## src/rtl/result_writeback.sv

```systemverilog
// Result writeback stage for the CORDIC pipeline.
// Captures final x/y/z results into a 100-bit packet for the processor.
// tan/tanh need a second division pass: x/y are held as divisor/dividend,
// and the pass is launched with a one-cycle chain_load pulse. When the
// second done arrives, the packet is built from the held x/y plus the new z.
module result_writeback (
    input  logic         clock,
    input  logic         reset,
    input  logic [31:0]  x_result,
    input  logic [31:0]  y_result,
    input  logic [31:0]  z_result,
    input  logic         done,
    input  logic [3:0]   opcode,
    input  logic         out_ready,
    output logic [99:0]  result_packet,
    output logic         result_valid,
    output logic         stall,
    output logic         chain_load,
    output logic [31:0]  chain_x,
    output logic [31:0]  chain_y,
    output logic         overrun
);

    localparam logic [3:0] OP_TAN  = 4'd7;
    localparam logic [3:0] OP_TANH = 4'd8;

    typedef enum logic [1:0] {
        IDLE,
        CHAIN_REQ,
        CHAIN_WAIT,
        OUTPUT
    } state_t;

    state_t     state;
    logic [3:0] op_q;

    // Writeback FSM; every output is registered and updated with the state.
    // chain_load is raised on entry to CHAIN_REQ so it is high exactly while
    // in that state, and it drops by default on every other cycle.
    always_ff @(posedge clock) begin
        if (!reset) begin
            state         <= IDLE;
            op_q          <= '0;
            result_packet <= '0;
            result_valid  <= 1'b0;
            stall         <= 1'b0;
            chain_load    <= 1'b0;
            chain_x       <= '0;
            chain_y       <= '0;
            overrun       <= 1'b0;
        end else begin
            chain_load <= 1'b0;
            case (state)
                IDLE: begin
                    if (done) begin
                        stall <= 1'b1;
                        if (opcode == OP_TAN || opcode == OP_TANH) begin
                            op_q       <= opcode;
                            chain_x    <= x_result;
                            chain_y    <= y_result;
                            chain_load <= 1'b1;
                            state      <= CHAIN_REQ;
                        end else begin
                            result_packet <= {opcode, z_result, y_result, x_result};
                            result_valid  <= 1'b1;
                            state         <= OUTPUT;
                        end
                    end
                end
                CHAIN_REQ: begin
                    // A done here cannot belong to the chained pass yet.
                    if (done) begin
                        overrun <= 1'b1;
                    end
                    state <= CHAIN_WAIT;
                end
                CHAIN_WAIT: begin
                    if (done) begin
                        result_packet <= {op_q, z_result, chain_y, chain_x};
                        result_valid  <= 1'b1;
                        state         <= OUTPUT;
                    end
                end
                OUTPUT: begin
                    // Packet is held; a new result is dropped and flagged.
                    if (done) begin
                        overrun <= 1'b1;
                    end
                    if (out_ready) begin
                        result_valid <= 1'b0;
                        stall        <= 1'b0;
                        state        <= IDLE;
                    end
                end
                default: begin
                    result_valid <= 1'b0;
                    stall        <= 1'b0;
                    state        <= IDLE;
                end
            endcase
        end
    end

endmodule

```

## config.mk

```make
export PLATFORM = sky130hd
export DESIGN_NAME = result_writeback
export DESIGN_NICKNAME = d
export VERILOG_FILES = /design/src/rtl/result_writeback.sv
export SDC_FILE = /design/constraint.sdc
export NUM_CORES = 1
export LEC_CHECK = 0
export BUFFER_PORTS_ARGS = -buffer_cell sky130_fd_sc_hd__buf_2
export CORE_MARGIN = 2
export CORE_UTILIZATION = 25
export CTS_BUF_LIST = sky130_fd_sc_hd__clkbuf_8
export DETAILED_ROUTE_END_ITERATION = 7
export RECOVER_POWER = 25
export SYNTH_ARGS = -nofsm -noshare
export SYNTH_HDL_FRONTEND = slang
export SYNTH_SLANG_ARGS = --single-unit
```

## constraint.sdc

```tcl
create_clock -name clock -period 4.3 [get_ports clock]
set_input_delay 0.645 -clock clock [delete_from_list [all_inputs] [get_ports clock]]
set_output_delay 0.645 -clock clock [all_outputs]
set_load 0.02 [all_outputs]
```

==> results.cfg, run 1 <==
[die]
num_rows = 61
initial_core_util_pct = 25.5
fp.dieArea_um2 = 29800
die_h_um = 173
die_w_um = 173
io_pins = 272
core_area_um2 = 27900

[route]
via_per_inst = 4.72
ant_nets = 0
dr.pass1.iters = 5
via_count = 6659
drtIter0Drc = 308
post_drt_wl_per_cell_um = 16.2
drc = 0
wl_um = 22800

[synthesis]
syn_avg_cell_area_um2 = 8.96
yosysSeqAreaShare_pct = 49.0
postSynthCellCount = 793
yosysUniqueCellTypes = 30
ys_ff_latch = 174
syn-num-nets = 902
ys.warnings.count = 0
syn_area_um2 = 7110

[finish]
area_growth_pct = 28.6
fillCellCount = 2993
drive_gt1_share_pct = 28.1
final_common_cell = nand2_1
final_net_count = 1129
utilization_pct = 32.8
fin_area_um2 = 9140
diodes = 0
final_cell_mix = 191 x nand2_1, 187 x buf_2, 174 x dfxtp_1
instances_no_fill = 1411

[global_routing]
grt_overflow = 0
grt_usage_pct = 14.7
first_global_vias = 6316
grt_max_degree = 70
antenna_found_initial = 0
grt_pass1_wl_um = 35400

[worst_setup_path]
critPathMaxFanout = 55
max_stage_delay_ns = 1.69
arrival_ns = 3.54
critical_path_class = in -> reg
critPathSlowestCell = clkinvlp_2
required_ns = 4.67
crit_chain = clkbuf_1, clkinvlp_2, buf_4, a21oi_1
start_kind = input pin
endpoint_kind = register

[power]
p_leak_nw = 3.72
powerDensity_nw_per_um2 = 613
total_power_mw = 5.60
ir_worst_vdd_mv = 0.280

[flow_run]
cap_violations = 1

[outcome]
violations = capacitance limit, slew limit
status = finished with violations

[clock_tree]
ctsHoldBuffers = 0
htree_levels = 4
cts-root-buf = clkbuf_8
worst_skew_pair.late_latency_ns = 0.45
cts.sinks = 174
cts_tree = yes
clk_pin_slew_ns = 0.11
cts_post_setup_buffers_inserted = 0
clockBufferDepth = 2
cts_buffers = 17
cts_resized = 0

[placement]
placed_area_um2 = 8780
io_buffer_count = 271
place_congestion = 0.798
place_ws_ns = 1.35
dpl.hpwl_um = 14900
placed_cells = 1379

[sta]
period_share_pct = 73.5
hold_violations = 0
maxSlewViolCount = 56
skew_ns = 0.0165
max_freq_mhz = 316
finalSetupViolations = 0
layout_min_cycle_time_ns = 3.16
max_slew.worst_pin.slew_ns = 2.24
whs_ns = 0.430
relSlewSlack_pct = -50.4
grt_setup_unrepaired = no
finalWorstSetupSlack_ns = 1.14
tns_ns = 0

[min_path]
min_path_type = in -> reg
logic make-up (layout without fill, tap and decap cells):
| group | after synthesis | after routing | share of synthesized area, % |
|---|---|---|---|
| compound gates | 217 | 217 | 21.4 |
| fa+ha+maj | 5 | 5 | 0.880 |
| buf+inv | 83 | 323 | 4.91 |
| flops | 174 | 174 | 49.0 |
| mux | 68 | 68 | 9.58 |
| simple gates | 246 | 246 | 14.2 |
routing by layer:
layer | GRT usage, % | vias to the layer above | wire [um]
met5 | 0 | - | 0
met4 | 4.13 | 0 | 331
met3 | 4.20 | 19 | 1410
met2 | 24.0 | 198 | 10700
met1 | 19.0 | 3180 | 10400
li1 | - | 3262 | -
registers in the layout, indices dropped and copies added, names as in the netlist, 2 cells and up:
register	flops
chain_y	32
result_packet	100
state	2
op_q	4
chain_x	32
area by class of cell:
type | count | area, um2 | share of cell area, %
Sequential cell | 174 | 3480 | 38.1
Multi-Input combinational cell | 536 | 3330 | 36.5
Timing Repair Buffer | 284 | 1360 | 14.9
Tap cell | 378 | 473 | 5.17
Clock buffer | 19 | 262 | 2.86
Clock inverter | 13 | 200 | 2.19
Inverter | 7 | 27.5 | 0.301
path summary, 6_finish.rpt:
path              slack (ns)                            end  cells past startpoint             startpoint
setup / recovery        1.14       chain_x[28]$_SDFFE_PN0P_                      4                  reset
hold / removal          0.43       chain_x[17]$_SDFFE_PN0P_                      3           x_result[17]
setup reg to reg        1.71  result_packet[2]$_SDFFE_PN0P_                      7  state[0]$_SDFFE_PN0P_
hold reg to reg         0.46           overrun$_SDFFE_PN0P_                      2   overrun$_SDFFE_PN0P_
critical path, delay by kind of cell:
| family | cells | cell delay, ns |
|---|---|---|
| AOI/OAI and AO/OA | 1 | 0.17 |
| buffers and inverters | 3 | 2.69 |
synth_stat cells, drive strengths merged:
| cell | number | area share (%) |
|---|---|---|
| nand4b | 1 | 0.12 |
| o31ai | 1 | 0.11 |
| o211a | 10 | 1.4 |
| mux2i | 68 | 9.6 |
| nor3 | 2 | 0.14 |
| ha | 5 | 0.88 |
| dfxtp | 174 | 49 |
| buf | 26 | 1.9 |
| a21o | 1 | 0.11 |
| a211oi | 3 | 0.32 |
| o21ai | 37 | 2.6 |
| clkinv | 1 | 0.053 |
| clkbuf | 50 | 2.6 |
| and4b | 1 | 0.14 |
| nor4b | 1 | 0.12 |
| o22ai | 1 | 0.088 |
| nand2 | 191 | 10 |
| or4 | 1 | 0.11 |
| nor2 | 5 | 0.26 |
| nand3 | 42 | 3.0 |
| o221a | 58 | 9.2 |
| or4b | 1 | 0.19 |
| inv | 6 | 0.32 |
| nor2b | 1 | 0.088 |
| a21oi | 106 | 7.6 |
power by group:
group          internal (mW)  leakage (nW)  switching (mW)
combinational          0.776          2.06            1.39
sequential              1.93          1.42           0.178
clock                  0.682         0.236           0.650
No activity file was read; power rests on OpenSTA's default activity.
==> run 2: changes to the inputs <==
ABC_AREA = 1   (was not set)
clock period = 2.7 ns   (was 4.3 ns; I/O delays follow)
==> run 2 against run 1 <==
The run now ends clean. Clock skew grew 0.0018 ns. Register-to-register slack got worse by 1.2 ns. First-iteration DRC count increased by 39%. Global-route usage is 0.19 points higher. Sequential cell count unchanged. Critical path type is now reg -> reg. Critical endpoint is now result_packet[65]$_SDFFE_PN0P_. Highest routed layer unchanged.
==> results.cfg, run 2 <==
[worst_setup_path]
critPathMaxFanout = 108
max_stage_delay_ns = 0.41
startpoint = state[0]$_SDFFE_PN0P_
endpoint = result_packet[65]$_SDFFE_PN0P_
critical_path_class = reg -> reg
required_ns = 3.07
worstReg2RegEnd = result_packet[65]$_SDFFE_PN0P_
endpoint_kind = register
reg2reg_slack_ns = 0.55
reg2regPathDepth = 8
arrival_ns = 2.52
critPathSlowestCell = ha_4
start_kind = register
reg2reg_from = state[0]$_SDFFE_PN0P_
crit_chain = inv_1, ha_4, inv_2, a21oi_4, buf_12, nand3b_1, nand2_1, nor2_1

[finish]
largest_register_ffs = 100
fin_area_um2 = 10100
drive_gt1_share_pct = 17.1
diodes = 0
fillCellCount = 3640
top_register = result_packet
final_net_count = 1518
reg.largest.list = result_packet x100, chain_x x32, chain_y x32
area_growth_pct = 23.1
final_cell_mix = 311 x nor2_1, 186 x buf_2, 182 x nand2_1
final_common_cell = nor2_1

[synthesis]
postSynthCellCount = 1211
yosysSeqAreaShare_pct = 42.4
synthTopCellsByCount = 311 x nor2_1, 183 x nand2_1, 174 x dfxtp_1
synth_area_leader_cell = dfxtp_1
syn_area_um2 = 8210
ys.warnings.count = 0
synthFlopType = dfxtp_1
syn_avg_cell_area_um2 = 6.78
synth-xor-area-share_pct = 0
synth_area_leaders = dfxtp_1 42%, nor2_1 14%, a21oi_1 10%
async_flop_share_pct = 0
yosysUniqueCellTypes = 21
synth-compound-area-share_pct = 10.9
synth-edff-count = 0
ys_ff_latch = 174
muxShareOfSynthArea_pct = 0
netlist.area_leader.share_pct = 42.4
yosysMostFrequentCell = nor2_1
synth_top_family_by_area = simple AND/OR/NAND/NOR gates
syn-num-nets = 1320
synthSimpleGateAreaFrac_pct = 35.3
synthAdderAreaFrac_pct = 0.762

[route]
wl_um = 26100
drc = 0
ant_nets = 0
drtIter0Drc = 429
post_drt_wl_per_cell_um = 14.0
dr.pass1.iters = 4
via_count = 8387
via_per_inst = 4.50

[clock_tree]
cts-root-buf = clkbuf_8
cts_tree = yes
cts.sinks = 174
ctsHoldBuffers = 0
htree_levels = 4
clk_pin_slew_ns = 0.10
clockBufferDepth = 2
worst_skew_pair.late_latency_ns = 0.49
cts_post_setup_buffers_inserted = 0
cts_resized = 0
cts_buffers = 17

[sta]
grt_setup_unrepaired = no
layout_min_cycle_time_ns = 2.15
skew_ns = 0.0184
maxSlewViolCount = 0
max_freq_mhz = 465
period_share_pct = 79.6
finalSetupViolations = 0
relSlewSlack_pct = 44.4
tns_ns = 0
hold_violations = 0
max_slew.worst_pin.slew_ns = 0.833

[die]
fp.dieArea_um2 = 34300
num_rows = 66
initial_core_util_pct = 25.3
io_pins = 272
core_area_um2 = 32500
die_h_um = 185
die_w_um = 185

[placement]
placed_area_um2 = 9810
dpl.hpwl_um = 16800
io_buffer_count = 271
place_congestion = 0.808

[flow_run]
cap_violations = 0

[power]
p_leak_nw = 4.74
powerDensity_nw_per_um2 = 977
ir_worst_vdd_mv = 0.367

[global_routing]
grt_max_degree = 109
antenna_found_initial = 0
grt_pass1_wl_um = 40300
grt_usage_pct = 14.9
first_global_vias = 7602
grt_overflow = 0

[min_path]
min_path_type = in -> reg

[outcome]
status = completed
-- run 2: changes by cell type after synthesis, sizes merged, moves of 58 or more --
| cell | change |
|---|---|
| nor2 | +307 |
| inv | +75 |
| mux2i | -68 |
| a21oi | +67 |
| nand4 | +66 |
| o221a | -58 |
-- run 2: worst max-delay path: cells and delay by family (launching register included) --
kind	cells	cell delay, ns
and+or+nand+nor	3	0.27
DFF	1	0.35
AOI/OAI and AO/OA	1	0.24
buffers and inverters	3	0.65
adders and majority gates	1	0.41
-- run 2: logic make-up after synthesis --
| group | Yosys count |
|---|---|
| simple gates | 666 |
| buf+inv | 189 |
| compound gates | 177 |
| flops | 174 |
| fa+ha+maj | 5 |
-- run 2: final cells by class --
type	count	area, um2	area share, %
well taps	442	553	5.47
repair buffers	287	1480	14.6
clock buffers	19	262	2.59
inverters	81	304	3.01
multi-input cells	848	3890	38.5
clock inverters	13	139	1.37
flip-flops and latches	174	3480	34.5
-- run 2: worst min-delay path by stage --
stage,slack [ns],to,cells past startpoint,from
final,0.23,result_packet[94]$_SDFFE_PN0P_,4,z_result[30]
after global routing,0.19,result_packet[94]$_SDFFE_PN0P_,4,z_result[30]
after CTS,0.17,result_packet[94]$_SDFFE_PN0P_,4,z_result[30]
after detailed placement,0.45,overrun$_SDFFE_PN0P_,2,overrun$_SDFFE_PN0P_
after global placement,0.44,overrun$_SDFFE_PN0P_,2,overrun$_SDFFE_PN0P_
after floorplan,0.46,op_q[3]$_SDFFE_PN0P_,2,op_q[3]$_SDFFE_PN0P_
-- run 2: through the flow --
stage | utilization (%) | setup WS (ns) | cells | power (mW) | hold slack, ns
6_report | 31.1 | 0.551 | 1864 | 9.87 | 0.226
5_1_grt | 31.1 | 0.382 | 1864 | 10.7 | 0.191
4_1_cts | 31.5 | 0.572 | 1864 | 10.1 | 0.169
3_5_place_dp | 30.2 | 0.605 | 1832 | 8.15 | 0.452
3_3_place_gp | 30.2 | 0.654 | 1832 | 8.08 | 0.444
2_1_floorplan | - | 1.19 | 1211 | 6.80 | 0.455
-- run 2: per-layer routing --
layer | track usage [%] | wire length (um)
met4 | 6.00 | 542
met1 | 19.0 | 12000
met5 | 0 | 0
met3 | 3.70 | 1580
met2 | 24.1 | 11900
-- run 2: power breakdown --
group	internal [mW]	leakage, nW	switching (mW)	total (mW)
Clock	0.875	0.202	1.05	1.92
Combinational	1.37	3.11	3.03	4.39
Sequential	3.19	1.43	0.363	3.56
==> run 3: changes to the inputs <==
clock period = 2 ns   (was 2.7 ns; I/O delays follow)
==> run 3 against run 2 <==
Non-clock buffer count is 15 higher. Fmax is 19% higher. Combinational power is 42% higher.
==> results.cfg, run 3 (same netlist as run 2, synthesis figures left out) <==
[clock_tree]
cts_buffers = 17
cts_tree = yes
cts_post_setup_buffers_inserted = 0
cts.sinks = 174
cts-root-buf = clkbuf_8
clockBufferDepth = 2
clk_pin_slew_ns = 0.10
worst_skew_pair.late_latency_ns = 0.49
cts_resized = 0
ctsHoldBuffers = 0
htree_levels = 4

[placement]
place_congestion = 0.817
io_buffer_count = 271
place_ws_ns = 0.228
dpl.hpwl_um = 17600

[power]
ir_worst_vdd_mv = 0.586
powerDensity_nw_per_um2 = 1310
p_leak_nw = 4.83

[outcome]
status = completed

[die]
io_pins = 272
die_h_um = 185
initial_core_util_pct = 25.3
die_w_um = 185
core_area_um2 = 32500
fp.dieArea_um2 = 34300
num_rows = 66

[worst_setup_path]
critPathMaxFanout = 35
arrival_ns = 2.20
endpoint_kind = register
required_ns = 2.38
start_kind = register
critical_path_class = reg -> reg

[sta]
maxSlewViolCount = 0
hold_violations = 0
layout_min_cycle_time_ns = 1.81
grt_setup_unrepaired = no
finalWorstSetupSlack_ns = 0.187
period_share_pct = 90.7
skew_ns = 0.0156
finalSetupViolations = 0
relSlewSlack_pct = 43.2
max_freq_mhz = 552
max_slew.worst_pin.slew_ns = 0.851
tns_ns = 0

[global_routing]
grt_overflow = 0
antenna_found_initial = 2
grt_max_degree = 84
grtUsageMet1_pct = 17.8
grt_usage_pct = 15.0
first_global_vias = 7878
use_met2_pct = 25.8
use_met3_pct = 3.93
grt_pass1_wl_um = 40700
grt.busiest_layer = met2

[finish]
reg.largest.list = result_packet x100, chain_x x32, chain_y x32
drive_gt1_share_pct = 18.0
top_register = result_packet
area_growth_pct = 25.4
largest_register_ffs = 100
final_net_count = 1533
utilization_pct = 31.7
final_common_cell = nor2_1
final_cell_mix = 311 x nor2_1, 186 x buf_2, 182 x nand2_1

[route]
via_per_inst = 4.52
drtIter0Drc = 388
post_drt_wl_per_cell_um = 14.0
drc = 0
wl_um = 26300
via_count = 8500
dr.pass1.iters = 4
ant_nets = 0

[min_path]
min_path_type = in -> reg

[flow_run]
cap_violations = 0
-- run 3: cell count changes in the layout (fill, tap and decap cells not counted), sizes merged --
cell	delta
buf	+15
bufinv	-2
clkbuf	+2
clkinv	+2
diode	+2
inv	-2
-- run 3: area by class of cell --
| class | instances | area, um2 |
|---|---|---|
| clock buffers | 21 | 289 |
| flip-flops and latches | 174 | 3480 |
| fillers | 3605 | 22200 |
| inverters | 81 | 304 |
| well taps | 442 | 553 |
| multi-input cells | 848 | 3890 |
| clock inverters | 11 | 83.8 |
| repair buffers | 302 | 1690 |
| diodes | 2 | 5.00 |
-- run 3: worst paths after layout --
check                                      startpoint                             end  slack [ns]  depth (start not counted)
worst max register to register  state[0]$_SDFFE_PN0P_  result_packet[90]$_SDFFE_PN0P_        0.19                          9
worst max-delay path            state[0]$_SDFFE_PN0P_  result_packet[90]$_SDFFE_PN0P_        0.19                          9
worst min register to register   overrun$_SDFFE_PN0P_            overrun$_SDFFE_PN0P_        0.46                          2
worst min-delay path                            reset              stall$_SDFFE_PN0P_        0.05                          3
-- run 3: stage by stage --
stage	cells	power (mW)	hold WS (ns)	area (um2)
after floorplan	1211	9.18	0.455	8210
after global placement	1847	11.2	0.440	10000
after detailed placement	1847	11.3	0.449	10000
after CTS	1879	13.8	0.00185	10400
after global routing	1881	14.5	0.0215	10300
final	1881	13.5	0.0541	10300
-- run 3: report_power, final --
group | leakage [nW] | internal, mW | total [mW] | switching (mW)
logic | 3.22 | 2.07 | 6.25 | 4.18
clock network | 0.186 | 1.00 | 2.42 | 1.42
registers | 1.43 | 4.31 | 4.80 | 0.488
-- run 3: worst max-delay path: stages, from the launching register on --
cell and delay (ns):
dfxtp_1 0.36, inv_1 0.18, ha_4 0.20, inv_2 0.06, a21oi_4 0.21, buf_12 0.23
buf_12 0.21, nand3b_1 0.10, nand2_1 0.06, nor2_1 0.04
-- run 3: per-layer routing --
| metal | vias up | wire length [um] |
|---|---|---|
| met5 | - | 0 |
| met4 | 0 | 544 |
| met3 | 32 | 1600 |
| met2 | 253 | 12500 |
| met1 | 3883 | 11600 |
| li1 | 4332 | - |
